===== src/rtl/dmem_arbiter.sv =====
// Two-port data-memory arbiter: core LSU (port 0, fixed priority) and a DMA
// engine (port 1) share one combinational-read memory. A wait counter plus a
// two-state FSM forces port 1 through after MAX_WAIT refused cycles. Load data
// is registered, and illegal size codes are blocked and reported with an error pulse.
//
// Handshake: reqN is held until granted. gntN is combinational in the same
// cycle. The rising edge where reqN && gntN are both high is the transfer.
// On that edge a store is committed by the memory, and a load is captured into
// rDataN with a one-cycle rvalidN pulse. An illegal size still consumes the
// slot and produces a one-cycle errN pulse instead.
module dmem_arbiter #(
   parameter int MAX_WAIT = 4,
   parameter int WAIT_W   = 4
) (
   input  logic              clk,
   input  logic              rst_n,
   input  logic              req0,
   input  logic              req1,
   input  logic              wEn0,
   input  logic              wEn1,
   input  logic [31:0]       addr0,
   input  logic [31:0]       addr1,
   input  logic [31:0]       wData0,
   input  logic [31:0]       wData1,
   input  logic [2:0]        size0,
   input  logic [2:0]        size1,
   output logic              gnt0,
   output logic              gnt1,
   output logic              rvalid0,
   output logic              rvalid1,
   output logic [31:0]       rData0,
   output logic [31:0]       rData1,
   output logic              err0,
   output logic              err1,
   output logic [31:0]       memAddr,
   output logic [31:0]       memWData,
   output logic [2:0]        memSize,
   output logic              memWEn,
   input  logic [31:0]       memRData,
   output logic              dbg_force,
   output logic [WAIT_W-1:0] dbg_wait_cnt
);

   typedef enum logic {NORMAL = 1'b0, FORCE = 1'b1} state_t;

   localparam logic [WAIT_W-1:0] WAIT_LAST = WAIT_W'(MAX_WAIT - 1);
   localparam logic [WAIT_W-1:0] WAIT_MAX  = WAIT_W'(MAX_WAIT);

   state_t            state;
   logic [WAIT_W-1:0] wait_cnt;
   logic              legal0, legal1;
   logic              load_ok0, load_ok1;

   function automatic logic wr_legal(input logic [2:0] sz);
      return (sz == 3'b000) || (sz == 3'b001) || (sz == 3'b010);
   endfunction

   function automatic logic rd_legal(input logic [2:0] sz);
      return wr_legal(sz) || (sz == 3'b100) || (sz == 3'b101);
   endfunction

   assign legal0   = wEn0 ? wr_legal(size0) : rd_legal(size0);
   assign legal1   = wEn1 ? wr_legal(size1) : rd_legal(size1);
   assign load_ok0 = gnt0 & ~wEn0 & rd_legal(size0);
   assign load_ok1 = gnt1 & ~wEn1 & rd_legal(size1);

   assign dbg_force    = (state == FORCE);
   assign dbg_wait_cnt = wait_cnt;

   // Grant: forced port 1 first, then port 0, then port 1; nothing during reset.
   always_comb begin
      gnt0 = 1'b0;
      gnt1 = 1'b0;
      if (rst_n) begin
         if ((state == FORCE) && req1) gnt1 = 1'b1;
         else if (req0)                gnt0 = 1'b1;
         else if (req1)                gnt1 = 1'b1;
      end
   end

   // Memory pin mux: granted port drives the bus; illegal stores never write.
   always_comb begin
      memAddr  = 32'h0;
      memWData = 32'h0;
      memSize  = 3'b010;
      memWEn   = 1'b0;
      if (gnt0) begin
         memAddr  = addr0;
         memWData = wData0;
         memSize  = size0;
         memWEn   = wEn0 & wr_legal(size0);
      end else if (gnt1) begin
         memAddr  = addr1;
         memWData = wData1;
         memSize  = size1;
         memWEn   = wEn1 & wr_legal(size1);
      end
   end

   // Registered load data, valid and error pulses per port.
   always_ff @(posedge clk or negedge rst_n) begin
      if (!rst_n) begin
         rvalid0 <= 1'b0;
         rvalid1 <= 1'b0;
         err0    <= 1'b0;
         err1    <= 1'b0;
         rData0  <= 32'h0;
         rData1  <= 32'h0;
      end else begin
         rvalid0 <= load_ok0;
         rvalid1 <= load_ok1;
         err0    <= gnt0 & ~legal0;
         err1    <= gnt1 & ~legal1;
         if (load_ok0) rData0 <= memRData;
         if (load_ok1) rData1 <= memRData;
      end
   end

   // Anti-starvation FSM and saturating wait counter for port 1.
   always_ff @(posedge clk or negedge rst_n) begin
      if (!rst_n) begin
         state    <= NORMAL;
         wait_cnt <= '0;
      end else begin
         case (state)
            NORMAL: if (req1 && !gnt1 && (wait_cnt == WAIT_LAST)) state <= FORCE;
            FORCE:  if (gnt1 || !req1) state <= NORMAL;
            default: state <= NORMAL;
         endcase
         if (gnt1 || !req1)            wait_cnt <= '0;
         else if (wait_cnt != WAIT_MAX) wait_cnt <= wait_cnt + 1'b1;
      end
   end

endmodule


===== config.mk =====
export PLATFORM = sky130hd
export DESIGN_NAME = dmem_arbiter
export DESIGN_NICKNAME = d
export VERILOG_FILES = /design/src/rtl/dmem_arbiter.sv
export SDC_FILE = /design/constraint.sdc
export NUM_CORES = 1
export LEC_CHECK = 0
export CAP_MARGIN = 20
export CELL_PAD_IN_SITES_DETAIL_PLACEMENT = 0
export CELL_PAD_IN_SITES_GLOBAL_PLACEMENT = 1
export CORE_MARGIN = 8
export CORE_UTILIZATION = 23
export CTS_BUF_LIST = sky130_fd_sc_hd__clkbuf_8
export DETAILED_ROUTE_END_ITERATION = 12
export GPL_ROUTABILITY_DRIVEN = 0
export PLACE_DENSITY_LB_ADDON = 0.1
export SYNTH_ARGS = -nofsm -noshare
export SYNTH_HDL_FRONTEND = slang
export SYNTH_SLANG_ARGS = --single-unit

===== constraint.sdc =====
create_clock -name clk -period 2.3 [get_ports clk]
set_clock_uncertainty 0.1 [all_clocks]
set_input_delay 0.46 -clock clk [delete_from_list [all_inputs] [get_ports clk]]
set_output_delay 0.46 -clock clk [all_outputs]
set_load 0.02 [all_outputs]

==> run metrics <==
DRC=0; vias per cell=approximately 4.6; WP data arrival=~1.8 ns; wire per inst=about 22 um; Fmax=between 400 and 500 MHz; CTS Buf Count=9; crit path launch type=input port; post-route ant nets=0; Synth top area share=52.0%; # nets final=just under 800; CTS tree=yes; Reg2Reg Setup Slack=about 0.38 ns; most common library cells after synthesis=73 x dfrtp_1, 67 x a22o_1, 63 x mux2_2, 12 x clkbuf_1, 7 x inv_1; R2R cell count=6; Yosys cell types=27; initial core utilization=between 20% and 30%; WS Path Type=in2out; Post-DP HPWL=around 14000 um; vias in the first global route=around 4000; YS warnings=0; clock slew seen by the registers of the worst setup and hold paths=around 0.090 ns; Core Area=between 15000 and 20000 um^2; initial antenna violation count=3; # placed instances=about 800; pin count of the biggest net entering global routing=60; critical-path maximum fanout=11; Pins Over Slew Limit=0; Leak=approximately 3.3 nW; drt pass-1 iters=4; status=complete, but fails checks; die area=19500 um^2; power per cell area=~660 nW/um^2; Synth Register Bits=73; Least-Margin Pin Slew=around 0.77 ns; failing checks=setup timing; via count=around 3700; Worst slew margin=48.7%; Synth async-reset ratio=100%; Fill cells=between 1000 and 1500; Placement Setup Slack=-0.762 ns; Area Overhead vs Synth=115%; row cnt=45; Port-buffer cells=314; I/O pin cnt=between 300 and 400; Hold Path Class=in2async; endpoints failing setup=1; Cell Count, Final, Fillers Out=just over 800; drt first-iter violations=slightly above 100; clock period minus final worst setup slack=2.31 ns; setup ws final=-0.00939 ns; max_cap viols=0; Avg Synthesized Cell Area=approximately 13 um^2; Multi-input gate area=between 1500 and 2000 um^2; H-tree levels=3; drt total wl=18200 um; Most used DFF post-synth=dfrtp_1; sequential area share after synthesis=between 50% and 60%; largest cells by area after synthesis=dfrtp_1 52%, mux2_2 20%, a22o_1 17%; global route total overflow=0; final hold violation count=0; CTS sink cnt=73; count leader, synth=dfrtp_1; VDD IR max=around 0.00043 V; r2r endpoint=rData1[28]$_DFFE_PN0P_; Die X=about 140 um; CP required=around 1.7 ns; Longest Clk Path Bufs=2; first-pass GRT wire length=around 27000 um; RR Startpoint=dbg_force$_DFF_PN0_; Synth Instances=268; Cell Area, Synth=about 3500 um^2; Tcrit/Tclk final=100%; Crit. End Element=primary output; All-Layer GR Usage=17.8%; Synth Net Count=around 440; RSZ-0062 raised after global routing=yes; register area=between 1500 and 2000 um^2; cell area after layout=roughly 7500 um^2; clock latency at the later pin of the worst-skew pair=between 0.3 and 0.4 ns; Hold Buf Count CTS=0; Clock Tree Root=clkbuf_8; DP Area=approximately 7100 um^2; cell taking the most area after synthesis=dfrtp_1; Die Ht=~140 um; EDFF count, synth=0; layout cells sized above 1=between 30% and 40%
cell families (layout without fill, tap and decap cells):
kind of cell             count (synthesis)  in the layout  share of synthesized area [%]
multiplexers                            66             66                           21.1
other                                    0              2                              0
AND/OR/NAND/NOR                         19             19                           2.74
AO/OA/AOI/OAI                           77             77                           19.1
buffers and inverters                   30            385                           4.06
XOR/XNOR                                 1              1                          0.249
adder cells (fa/ha/maj)                  2              2                          0.712
flip-flops                              73             73                           52.0
cell type report:
cell class | instances | area share [%]
Timing Repair Buffer | 360 | 47.7
Sequential cell | 73 | 24.2
Multi-Input combinational cell | 165 | 21.1
Tap cell | 188 | 3.12
Clock buffer | 11 | 2.01
Clock inverter | 5 | 1.13
Inverter | 9 | 0.647
Antenna cell | 2 | 0.0664
per-stage QoR:
step | hold slack [ns] | utilization (%) | total power, mW | TNS, ns
2_1_floorplan | 0.0644 | - | 2.57 | 0
3_3_place_gp | 0.374 | 47.1 | 3.80 | -58.54
3_5_place_dp | 0.384 | 47.1 | 3.83 | -59.70
4_1_cts | 0.0577 | 49.5 | 5.06 | -0.123
5_1_grt | 0.0909 | 50.0 | 5.22 | -1.15
6_report | 0.0823 | 50.0 | 4.99 | -0.00939
worst max path at each step:
stage	end	start	slack (ns)	depth (start not counted)
floorplan	memAddr[0]	req0	0.008	5
global placement	memAddr[21]	req0	-0.76	7
detailed placement	memAddr[21]	req0	-0.76	7
CTS	memWData[16]	dbg_force$_DFF_PN0_	-0.03	7
global route	memWData[16]	dbg_force$_DFF_PN0_	-0.06	7
finish	memAddr[21]	req0	-0.009	8
worst max-delay path: stages:
cell	delay, ns
dlygate4sd2_1	0.24
nor2b_4	0.12
or2_4	0.26
inv_8	0.12
buf_6	0.13
buf_16	0.13
a22o_1	0.14
buf_6	0.13
placed cells by master, fill, tap and decap left out, types with 2 or more instances in the layout:
master           count
a211oi_1             2
a21oi_1              2
a22o_1              65
a22o_4               2
buf_12              11
buf_16               6
buf_2               32
buf_4               46
buf_6               17
bufinv_16            2
clkbuf_16            2
clkbuf_8            11
clkdlybuf4s50_1    240
dfrtp_1             73
diode_2              2
dlygate4sd2_1        2
ha_1                 2
inv_1                7
inv_8                2
mux2_2              63
mux2i_1              2
nand2_1              3
nor2_1               6
nor3_1               2
o21ai_0              2
or2_4                2
power breakdown:
group	internal (mW)	switching (mW)	leakage, nW
logic	1.17	0.940	2.27
clock network	0.676	0.491	0.116
registers	1.56	0.147	0.894
registers in the layout, indices dropped and copies added (netlist names):
signal,flops
dbg_wait_cnt,4
err1,1
rData0,32
dbg_force,1
rvalid1,1
rvalid0,1
err0,1
rData1,32
per-layer routing:
metal	wire, um	up-vias	global-route usage (%)
li1	-	1721	-
met1	6630	1804	18.5
met2	9510	178	32.3
met3	1520	23	6.09
met4	474	2	7.20
met5	9	-	0
what timing repair did:
action | 4_1_cts | 5_1_grt
hold endpoints to repair | 0 | 0
pin swaps | 4 | 1
resized for setup | 338 | 8
gates cloned | 6 | 2
setup endpoints to repair | 70 | 57
setup buffers | 5 | 1
Note: power is estimated with default switching activity, not from simulation.
==> RTL edit 1: new RTL, same settings <==
Change the parameter `WAIT_W` from 4 to 6.
--- a/src/rtl/dmem_arbiter.sv
+++ b/src/rtl/dmem_arbiter.sv
@@ -12,3 +12,3 @@
    parameter int MAX_WAIT = 4,
-   parameter int WAIT_W   = 4
+   parameter int WAIT_W   = 6
 ) (
Ports: changed (resized dbg_wait_cnt); port bits go from 315 to 317. No check against the original RTL was run, so the function may have changed too.
==> RTL edit 1 against the unedited design <==
Final cell count rose by 4.8%; clock power is 15% lower; non-clock buffer count unchanged; largest power group unchanged; fmax increased by 1.0%; power shrank 1.9%; routed wire length grew 0.38%; synthesized area increased by 2.9%; sequential cell count up 2; final area is 4.1% higher; global-route usage decreased by 0.70 points; critical endpoint is now memAddr[22]; critical path depth is 1 lower; setup slack improved by 0.023 ns.
==> RTL edit 1: results (changes against the unedited design) <==
placed cells=820 (was 781); clk slew on worst S/H paths=0.07 ns (was 0.09 ns); flop2flop setup slack=0.45 ns (was 0.38 ns); largest net degree at the start of global routing=67 (was 60); cell family with most CP delay=buffers and inverters (unchanged); CP max FO=6 (was 11); maximum vdd drop=0.475 mV (was 0.428 mV); Port Buffer Count=316 (was 314); worst hold slack=0.0816 ns (was 0.0823 ns); initial antenna violation count=1 (was 3); global-route wire length before repair=26000 um (was 26600 um); crit-path max cell delay=0.43 ns (was 0.26 ns); post-route insts no fill=852 (was 813); Worst-Margin Slew=0.842 ns (was 0.769 ns); Post-Syn Nets=453 (was 442); FF-to-FF End=rData0[9]$_DFFE_PN0P_ (was rData1[28]$_DFFE_PN0P_); synthesized area per cell=12.9 um2 (was 13.1 um2); fin nets=803 (was 792); layout filler cell count=1415 (was 1355); sequential fraction of the synthesis area=52.0% (about the same); slowest cell on the critical path=dfrtp_2 (was or2_4); Detailed Route WL=18200 um (about the same); ys async rst share=100% (unchanged); Synth area leaders=dfrtp_1 52%, mux2_2 20%, a22o_1 16%, clkbuf_1 1.2%, buf_6 0.94% (was dfrtp_1 52%, mux2_2 20%, a22o_1 17%, clkbuf_1 1.3%, buf_6 0.96%); iteration count of the initial detailed-routing pass=4 (unchanged); total track usage=17.1% (was 17.8%); DP HPWL=13700 um (was 13800 um); DP Worst Slack=-0.739 ns (was -0.762 ns); status=finished clean (was complete, but fails checks); final worst slack=0.0138 ns (was -0.00939 ns); Critical Path AT=1.73 ns (was 1.75 ns); warnings from Yosys=0 (unchanged); fraction of layout cells with a size suffix above 1=32.0% (was 33.1%); Via density=4.50 (was 4.59); Cell variety after synth=28 (was 27); vias in the first global route=3995 (was 4013); 1st-iter DRT viols=98 (was 103); P_leak=0.00334 uW (was 0.00328 uW); Reg2Reg Depth=6 (unchanged); Switching Share=31.9% (was 31.6%); synth cell count leaders=75 x dfrtp_1, 67 x a22o_1, 63 x mux2_2, 12 x clkbuf_1 (was 73 x dfrtp_1, 67 x a22o_1, 63 x mux2_2, 12 x clkbuf_1, 7 x inv_1)
[RTL edit 1: changes by cell type after synthesis, sizes merged]
cell and delta:
or3 +4, nand2 +1, dfrtp +2, mux2i -2, a21oi +3, inv -1, nor2 -4, xor2 +2
nand3 +2, nand3b -1, o21ai +3, nor3 +2
[RTL edit 1: layer usage]
layer  vias to the layer above  GRT usage [%]  share of wire [%]
met4                         0           4.64                1.5
met1                      1868           17.6                 36
met2                       175           32.1                 54
li1                       1771              -                  -
met5                         -              0                  0
met3                        17           6.08                8.4
[RTL edit 1: area by class of cell]
| cell class | count | area (um2) | share of cell area [%] |
|---|---|---|---|
| clock inverters | 6 | 56.3 | 0.717 |
| inverters | 8 | 50.0 | 0.638 |
| clock buffers | 10 | 138 | 1.75 |
| well taps | 216 | 270 | 3.44 |
| multi-input cells | 175 | 1640 | 20.8 |
| flip-flops and latches | 75 | 1880 | 23.9 |
| diodes | 2 | 5.00 | 0.0638 |
| repair buffers | 360 | 3820 | 48.6 |
[RTL edit 1: stage by stage]
step / area [um2] / TNS (ns) / power [uW]
finish: 7850 / 0 / 4890
global route: 7850 / -1.07 / 5150
CTS: 7600 / -0.0209 / 4930
detailed placement: 7250 / -58.20 / 3850
global placement: 7250 / -60.25 / 3830
floorplan: 3610 / 0 / 2610
[RTL edit 1: what timing repair did]
item	4_1_cts	5_1_grt
setup buffers	6	0
pin swaps	7	7
resized for setup	385	45
endpoints found under the setup margin	70	69
gates cloned	5	4
[RTL edit 1: cell families (layout without fill, tap and decap cells)]
| kind of cell | count (synthesis) | after routing | synth area share [%] |
|---|---|---|---|
| AND/OR/NAND/NOR | 23 | 23 | 3.39 |
| multiplexers | 64 | 64 | 20.0 |
| AO/OA/AOI/OAI | 83 | 83 | 19.4 |
| XOR/XNOR | 3 | 3 | 0.728 |
| adder cells (fa/ha/maj) | 2 | 2 | 0.693 |
| buffers and inverters | 29 | 384 | 3.84 |
| flip-flops | 75 | 75 | 52.0 |
| other | 0 | 2 | 0 |
[RTL edit 1: power groups by stage]
stage	sequential [uW]	clock (uW)	combinational (uW)
6_report	1750	993	2150
5_1_grt	1790	1100	2260
4_1_cts	1750	1050	2130
3_5_place_dp	1770	0	2080
3_3_place_gp	1760	0	2080
2_1_floorplan	2120	0	489
[RTL edit 1: worst max-delay path by stage]
stage | start | endpoint | depth (start not counted)
floorplan | req0 | memAddr[1] | 5
global placement | req0 | memAddr[18] | 7
detailed placement | req0 | memAddr[18] | 7
CTS | dbg_force$_DFF_PN0_ | memAddr[31] | 7
global route | dbg_force$_DFF_PN0_ | memWData[12] | 7
finish | dbg_force$_DFF_PN0_ | memAddr[22] | 7
==> RTL edit 2: new RTL, same flow settings <==
Made on the original files. Make the reset (`rst_n`) synchronous in 2 clocked blocks.
--- a/src/rtl/dmem_arbiter.sv
+++ b/src/rtl/dmem_arbiter.sv
@@ -100,3 +100,3 @@
    // Registered load data, valid and error pulses per port.
-   always_ff @(posedge clk or negedge rst_n) begin
+   always_ff @(posedge clk) begin
       if (!rst_n) begin
@@ -119,3 +119,3 @@
    // Anti-starvation FSM and saturating wait counter for port 1.
-   always_ff @(posedge clk or negedge rst_n) begin
+   always_ff @(posedge clk) begin
       if (!rst_n) begin
Check against the original RTL: differs if rst_n is asserted again (counterexample within 4 cycles, from zero or initial values and one cycle with rst_n low); with rst_n held inactive, the same outputs for 10 cycles.
==> RTL edit 2 against the unedited design <==
Routed wire length increased by 4.7%; synthesized area grew 1.3%; sequential share of layout area is 3.8 points lower; die area is 1.2% higher; setup slack gained 0.091 ns; sequential cell count unchanged; final area fell by 5.0%; critical endpoint is now memAddr[9].
Power is not compared: it rests on default switching activity, and its combinational part moved more than twofold at a synthesized area within 25%.
==> RTL edit 2: results (changes against the unedited design) <==
clk slew on worst S/H paths=0.07 ns (was 0.09 ns); Critical Path AT=1.66 ns (was 1.75 ns); DR vias=4093 (was 3728); ys async rst share=0% (was 100%); fin nets=866 (was 792); Worst-Margin Slew=0.930 ns (was 0.769 ns); slowest cell on the critical path=bufbuf_16 (was or2_4); Detailed Route WL=19000 um (was 18200 um); worst hold path type=reg2reg (was in2async); Synth area leaders=dfxtp_1 41%, mux2i_1 19%, a22o_1 16%, nand2_1 10%, buf_6 3.5% (was dfrtp_1 52%, mux2_2 20%, a22o_1 17%, clkbuf_1 1.3%, buf_6 0.96%); layout filler cell count=1472 (was 1355); multiplexer area fraction after synthesis=18.6% (was 21.1%); total track usage=18.5% (was 17.8%); fraction of the mapped netlist area in adder cells=0.703% (was 0.713%); Cell variety after synth=25 (was 27); fraction of layout cells with a size suffix above 1=18.2% (was 33.1%); Via density=4.59 (about the same); Post-Syn Nets=546 (was 442); Synth Area in Compound Gates=18.2% (was 19.1%); Post-Synth XOR/XNOR Area=0.246% (was 0.249%); maximum vdd drop=0.363 mV; global-route wire length before repair=27500 um (was 26600 um); DP HPWL=15300 um (was 13800 um); total CTS buffers=9 (unchanged); synthesized area per cell=9.57 um2 (was 13.1 um2); clk root buf=clkbuf_8 (unchanged); largest net degree at the start of global routing=98 (was 60); Main synth FF type=dfxtp_1 (was dfrtp_1); crit-path max cell delay=0.28 ns (was 0.26 ns); DP Worst Slack=-0.624 ns (was -0.762 ns); CP max FO=17 (was 11); 1st-iter DRT viols=124 (was 103); sequential fraction of the synthesis area=41.1% (was 52.0%); warnings from Yosys=0 (unchanged); status=finished clean (was complete, but fails checks); initial antenna violation count=7 (was 3); vias in the first global route=4247 (was 4013); synth cell count leaders=99 x nand2_1, 73 x dfxtp_1, 67 x a22o_1, 66 x mux2i_1 (was 73 x dfrtp_1, 67 x a22o_1, 63 x mux2_2, 12 x clkbuf_1, 7 x inv_1)
[RTL edit 2: changes by cell type after synthesis, moves of 3 or more]
cell and delta:
mux2i_1 +64, clkbuf_1 -4, buf_6 +8, nand2_1 +95
inv_1 -3, mux2_2 -63, buf_2 +5, dfxtp_1 +73
dfrtp_1 -73, buf_4 +3
[RTL edit 2: routing by layer]
metal	part of all wire, %	vias up	track usage, %
met2	50	183	32.1
met4	2.5	2	8.46
met3	11	28	8.39
met5	0.058	-	0
met1	37	1910	18.7
li1	-	1970	-
[RTL edit 2: worst reg2reg max path, delay by kind of cell (launching register included)]
family,cells,cell delay [ns]
buffers and inverters,3,0.50
flip-flops,1,0.34
multiplexers,1,0.28
AND/OR/NAND/NOR,2,0.23
[RTL edit 2: timing repair]
action / 4_1_cts / 5_1_grt
resized for setup: 231 / 32
endpoints found under the setup margin: 70 / 69
pin swaps: 1 / 1
cloned: 2 / 0
setup buffers: 2 / 0
[RTL edit 2: kinds of logic (layout without fill, tap and decap cells)]
logic type | after synthesis | count (layout)
AOI/OAI and AO/OA | 76 | 76
xor gates and xnor gates | 1 | 1
adders and majority gates | 2 | 2
buffers and inverters | 41 | 366
DFF | 73 | 73
muxes | 66 | 66
other | 0 | 6
and+or+nand+nor | 113 | 113
[RTL edit 2: final timing paths]
kind / start / to / slack, ns / cells after the start
max: req1 / memAddr[9] / 0.08 / 7
min: rData1[15]$_SDFFE_PN0P_ / rData1[15]$_SDFFE_PN0P_ / 0.36 / 2
max reg2reg: dbg_force$_SDFF_PN0_ / rData1[25]$_SDFFE_PN0P_ / 0.78 / 6
min reg2reg: rData1[15]$_SDFFE_PN0P_ / rData1[15]$_SDFFE_PN0P_ / 0.36 / 2
[RTL edit 2: layout make-up]
type                       count  area [um2]  share of cell area, %
timing repair buffer         342        3320                   46.4
multi-input combinational    258        1880                   26.2
sequential                    73        1460                   20.4
tap                          188         235                   3.29
clock buffer                  11         151                   2.12
clock inverter                 5        55.1                  0.769
inverter                       8        42.5                  0.594
antenna                        6        15.0                  0.210
[RTL edit 2: where the power goes]
| group | switching (uW) | internal (uW) | total [uW] | leakage (uW) |
|---|---|---|---|---|
| clock | 482 | 557 | 1040 | 0.000107 |
| sequential | 15.0 | 1290 | 1310 | 0.000591 |
| combinational | 386 | 504 | 890 | 0.00255 |
[RTL edit 2: through the flow]
step / setup TNS [ns] / instance area (um2)
6_report: 0 / 7160
5_1_grt: -0.0000213 / 7160
4_1_cts: -0.0121 / 7220
2_1_floorplan: 0 / 3560
3_5_place_dp: -37.77 / 6930
3_3_place_gp: -36.15 / 6930
